[src/rtl/dmem_arbiter.sv]
// Round-robin arbiter multiplexing one data-memory port among num_cores_p cores.
// Optional watchdog timeout enabled by defining DMEM_ARB_TIMEOUT_EN.
package dmem_arbiter_pkg;

   typedef struct packed {
      logic [31:0] write_data;
      logic        valid;
      logic        wen;
      logic        byte_not_word;
      logic        yumi;
   } mem_in_s;

   typedef struct packed {
      logic [31:0] read_data;
      logic        valid;
      logic        yumi;
   } mem_out_s;

endpackage

module dmem_arbiter
   import dmem_arbiter_pkg::*;
#(
   parameter int num_cores_p = 4,
   parameter int timeout_p   = 255
) (
   input  logic                            clk,
   input  logic                            reset,
   input  mem_in_s                         core_req_i [num_cores_p],
   input  logic [num_cores_p-1:0][31:0]    core_addr_i,
   output mem_out_s                        core_resp_o [num_cores_p],
   output mem_in_s                         mem_req_o,
   output logic [31:0]                     mem_addr_o,
   input  mem_out_s                        mem_resp_i,
   output logic [$clog2(num_cores_p)-1:0]  grant_o,
   output logic                            busy_o,
   output logic                            error_o
);

   localparam int idx_w = $clog2(num_cores_p);

   typedef enum logic [1:0] {IDLE, REQ, RESP} state_t;

   state_t           state;
   logic [idx_w-1:0] rr_ptr_r;
   logic [idx_w-1:0] grant_r;
   logic [idx_w-1:0] pick;
   logic [idx_w-1:0] cand;
   logic             found;
   logic             timeout_hit;

   function automatic logic [idx_w-1:0] wrap_inc(input logic [idx_w-1:0] x);
      return (x == idx_w'(num_cores_p - 1)) ? '0 : x + 1'b1;
   endfunction

   // First valid core at or after the round-robin pointer, wrapping modulo num_cores_p.
   always_comb begin
      found = 1'b0;
      pick  = rr_ptr_r;
      cand  = '0;
      for (int i = 0; i < num_cores_p; i++) begin
         cand = idx_w'((int'(rr_ptr_r) + i) % num_cores_p);
         if (!found && core_req_i[cand].valid) begin
            found = 1'b1;
            pick  = cand;
         end
      end
   end

   always_ff @(posedge clk) begin
      if (!reset) begin
         state    <= IDLE;
         rr_ptr_r <= '0;
         grant_r  <= '0;
      end else begin
         case (state)
            IDLE: begin
               if (found) begin
                  grant_r <= pick;
                  state   <= REQ;
               end
            end
            REQ: begin
               if (mem_resp_i.yumi) begin
                  if (mem_resp_i.valid && core_req_i[grant_r].yumi) begin
                     state    <= IDLE;
                     rr_ptr_r <= wrap_inc(grant_r);
                  end else begin
                     state <= RESP;
                  end
               end else if (!core_req_i[grant_r].valid) begin
                  state <= IDLE;
               end
            end
            RESP: begin
               if (mem_resp_i.valid && core_req_i[grant_r].yumi) begin
                  state    <= IDLE;
                  rr_ptr_r <= wrap_inc(grant_r);
               end
            end
            default: state <= IDLE;
         endcase
         // A stuck transaction is abandoned and the offending core skipped.
         if (timeout_hit) begin
            state    <= IDLE;
            rr_ptr_r <= wrap_inc(grant_r);
         end
      end
   end

`ifdef DMEM_ARB_TIMEOUT_EN
   localparam int wd_w = ($clog2(timeout_p + 1) > 8) ? $clog2(timeout_p + 1) : 8;

   logic [wd_w-1:0] wd_r;
   logic            error_r;

   assign timeout_hit = (state != IDLE) && (wd_r == wd_w'(timeout_p - 1));
   assign error_o     = error_r;

   always_ff @(posedge clk) begin
      if (!reset) begin
         wd_r    <= '0;
         error_r <= 1'b0;
      end else begin
         if (state == IDLE || timeout_hit) wd_r <= '0;
         else                              wd_r <= wd_r + 1'b1;
         if (timeout_hit) error_r <= 1'b1;
      end
   end
`else
   assign timeout_hit = 1'b0;
   assign error_o     = 1'b0;
`endif

   // Handshake forwarding is purely combinational on the registered state.
   always_comb begin
      mem_req_o  = '0;
      mem_addr_o = '0;
      for (int k = 0; k < num_cores_p; k++) begin
         core_resp_o[k].read_data = mem_resp_i.read_data;
         core_resp_o[k].valid     = 1'b0;
         core_resp_o[k].yumi      = 1'b0;
      end
      case (state)
         REQ: begin
            mem_req_o                    = core_req_i[grant_r];
            mem_req_o.yumi               = 1'b0;
            mem_addr_o                   = core_addr_i[grant_r];
            core_resp_o[grant_r].yumi    = mem_resp_i.yumi;
            core_resp_o[grant_r].valid   = mem_resp_i.yumi & mem_resp_i.valid;
         end
         RESP: begin
            mem_req_o                    = core_req_i[grant_r];
            mem_req_o.valid              = 1'b0;
            mem_req_o.yumi               = core_req_i[grant_r].yumi;
            mem_addr_o                   = core_addr_i[grant_r];
            core_resp_o[grant_r].valid   = mem_resp_i.valid;
         end
         default: ;
      endcase
   end

   assign busy_o  = (state != IDLE);
   assign grant_o = grant_r;

endmodule

[config.mk]
export PLATFORM = sky130hd
export DESIGN_NAME = dmem_arbiter
export DESIGN_NICKNAME = d
export VERILOG_FILES = /design/src/rtl/dmem_arbiter.sv
export SDC_FILE = /design/constraint.sdc
export NUM_CORES = 1
export LEC_CHECK = 0
export CORE_AREA = 2 2 203 205
export CTS_CLUSTER_SIZE = 20
export DETAILED_ROUTE_END_ITERATION = 10
export DIE_AREA = 0 0 205 207
export HOLD_SLACK_MARGIN = 0.08
export PLACE_DENSITY = 0.44
export SKIP_LAST_GASP = 1
export SYNTH_ARGS = -nofsm -noshare
export SYNTH_HDL_FRONTEND = slang
export SYNTH_SLANG_ARGS = --single-unit
[constraint.sdc]
create_clock -name clk -period 1.67 [get_ports clk]
set_input_delay 0.2505 -clock clk [delete_from_list [all_inputs] [get_ports clk]]
set_output_delay 0.2505 -clock clk [all_outputs]
set_load 0.05 [all_outputs]
==> impl_metrics.yaml <==
sta:
  worst_slack_ns: -0.374
  max_freq_ghz: 0.489
  slew_violations: 0
  hold_viol_final: 0
  rsz0062_at_grt: "yes"
  finClkSkew_ns: 0.00526
  fin_crit_ns: 2.04
  fin_setup_tns_ns: -60.67
  final.period_utilization_pct: 122
  setup_viol: 207
placed_design:
  gp_congestion: 0.786
  io_buffers: 514
  dp_hpwl_um: 20200
clock_network:
  clock-sinks: 6
  worst_setup_hold_path_clk_slew_ns: 0.04
  insertion_delay_ns: 0.23
  cts_buffer_depth: 2
  cts-root-buf: "clkbuf_16"
  htree_levels: 1
  numCtsBuffers: 3
  cts_tree: "built"
synth:
  synthCells: 372
  synthFlopType: "dfxtp_1"
  seq_area_frac_synth_pct: 3.34
  yosysWarnings: 0
  ys_async_sr_fraction_pct: 0
  yosysUniqueCellTypes: 36
  syn_nets: 687
  synth_edf_count: 0
  syn_avg_cell_area_um2: 9.67
  synth_area_mm2: 0.00360
  synth_seq_cells: 6
grt:
  track_usage_pct: 10.7
  overflow: 0
  grt_use_met3_pct: 2.45
  grt_pass1_wl_um: 33400
  grt_max_degree: 15
  grt_pass1_vias: 5198
  top_usage_layer: "met2"
  grt_use_met1_pct: 11.2
  use_met2_pct: 21.2
  antenna_found_initial: 0
setup_path:
  timing.critical_path.cells: "buf_12 -> buf_12 -> mux4_2 -> and2_4 -> buf_8"
  critPathMaxFanout: 8
  path_buf_inv: 3
  rr_worst_depth: 7
  path_class: "flip-flop to primary output"
  r2r_start: "grant_o[0]"
  slowest_delay_ns: 0.53
  cp-end-kind: "primary output"
  crit_slowest_cell: "mux4_2"
  crit_top_cell: "buf_12"
  cp_top_family: "multiplexers"
  r2r-end: "rr_ptr_r[0]"
  critical_path_required_ns: 1.42
  rrSetupSlack_ns: -0.12
  arrival_ns: 1.79
  start_kind: "flip-flop"
  cp.depth: 5
die:
  die_area_mm2: 0.0424
  rows: 74
  core_mm2: 0.0404
  initial_core_util_pct: 8.91
  die_x_um: 205
  die_h_um: 207
  io_pins: 516
route:
  viasPerCell: 3.51
  postRouteAntennaNets: 0
  vias: 4869
  wl_per_cell_um: 17.8
  drc: 0
  drt_iter0_drc: 135
  firstDrtPassIters: 4
  routed_wl_um: 24700
power_and_ir_drop:
  fin_total_pwr_uw: 7330
  ir_drop_uv: 279
  power.leakage_uw: 0.00457
  pwr_density_cell_mw_per_mm2: 639
outcome:
  status: "finished with violations"
  violations: "setup timing"
run:
  max_cap_viol_count: 0
cells_and_area:
  multi_input_area_mm2: 0.00344
  drive_gt1_share_pct: 59.9
  antennaDiodeCount: 0
  syn_to_final_growth_pct: 219
  fillers: 4180
  seqCellArea_um2: 133
  nNetsFinal: 1172
  post-route-util_pct: 28.4
hold_path:
  min_to: "state[0]"
  hold-path-cell-count: 2
  hp-class: "flip-flop to flip-flop"
  min_from: "state[0]"
## state kept, by name (all words and copies together) (netlist names)
register	count
rr_ptr_r	2
grant_o	2
state	2
## stage by stage
stage	area, µm²	instances	hold slack, ns	setup slack, ns
4_1_cts	10500	1376	0.552	-0.409
6_report	11500	1388	0.545	-0.374
3_5_place_dp	9360	1345	0.545	-0.322
5_1_grt	11500	1388	0.561	-0.432
2_1_floorplan	4750	372	0.396	-0.250
3_3_place_gp	9360	1345	0.555	-0.325
## area by class of cell
type / count / area share (%)
clock buffers: 4 / 0.687
inverters: 8 / 0.382
multi-input cells: 235 / 30.0
flip-flops and latches: 6 / 1.16
well taps: 532 / 5.80
repair buffers: 603 / 61.9
## per-layer routing
metal | share of wire, % | routed length, µm | up-vias
met3 | 8.1 | 2010 | 15
met5 | 0 | 0 | -
met4 | 1.4 | 348 | 0
met2 | 56 | 13700 | 304
met1 | 35 | 8600 | 2323
li1 | - | - | 2227
## cells in the mapped netlist (2+ instances only)
master,n,share of area [%]
nand3b_1,2,0.42
ha_1,7,2.4
nor2b_1,70,12
nand2_1,8,0.83
or4_1,2,0.42
buf_2,5,0.70
and3_1,6,1.0
and2_1,36,6.3
clkbuf_1,13,1.4
dfxtp_1,6,3.3
nor3b_1,2,0.42
mux2i_1,3,0.83
nor2_1,3,0.31
a21oi_1,5,0.70
mux4_2,66,41
o221ai_1,2,0.49
inv_1,8,0.83
o211ai_1,2,0.42
o21ai_0,6,0.83
buf_4,104,22
## how the worst max path moves through the flow
stage | endpoint | from
after floorplan | mem_req_o[3] | state[1]
after global placement | state[1] | core_req_i[111]
after detailed placement | state[1] | core_req_i[111]
after CTS | mem_req_o[4] | grant_o[0]
after global routing | core_resp_o[63] | state[1]
final | mem_addr_o[3] | grant_o[0]
## worst register-to-register path, cell delays in order (launching register included)
cell	delay (ns)
dfxtp_4	0.37
buf_12	0.14
buf_8	0.12
buf_8	0.13
nand2b_4	0.14
o22a_1	0.21
or4_4	0.49
a21oi_2	0.12
## what timing repair did
| item | in CTS | in global routing |
|---|---|---|
| setup buffers | 24 | 12 |
| endpoints found under the setup margin | 210 | 209 |
| gates resized for setup | 217 | 207 |
| hold buffers | 0 | 0 |
| cloned | 3 | 4 |
| hold endpoints to repair | 0 | 0 |
| pin swaps | 26 | 35 |
## cells by family after synthesis
logic type | Yosys count | synth area share [%]
compound gates | 23 | 4.17
mux | 70 | 42.5
flops | 6 | 3.34
buf+inv | 131 | 24.7
fa+ha+maj | 7 | 2.43
other cells | 1 | 0.104
simple gates | 134 | 22.8
## layout by cell type, fill, tap and decap left out, drive strengths merged, types with 2 or more instances in the layout
cell,n
a21oi,5
and2,37
and3,6
buf,292
clkbuf,8
clkdlybuf4s50,303
dfxtp,6
dlymetal6s2s,3
ha,7
inv,7
mux2i,3
mux4,66
nand2,8
nand3b,2
nor2,3
nor2b,70
nor3b,2
o211ai,2
o21ai,6
o221ai,2
or4,2
## power by group
group	internal, µW	switching (µW)	total, µW
clock network	317	87.9	405
registers	157	23.7	181
logic	3290	3450	6740
(Power assumes the default switching activity.)
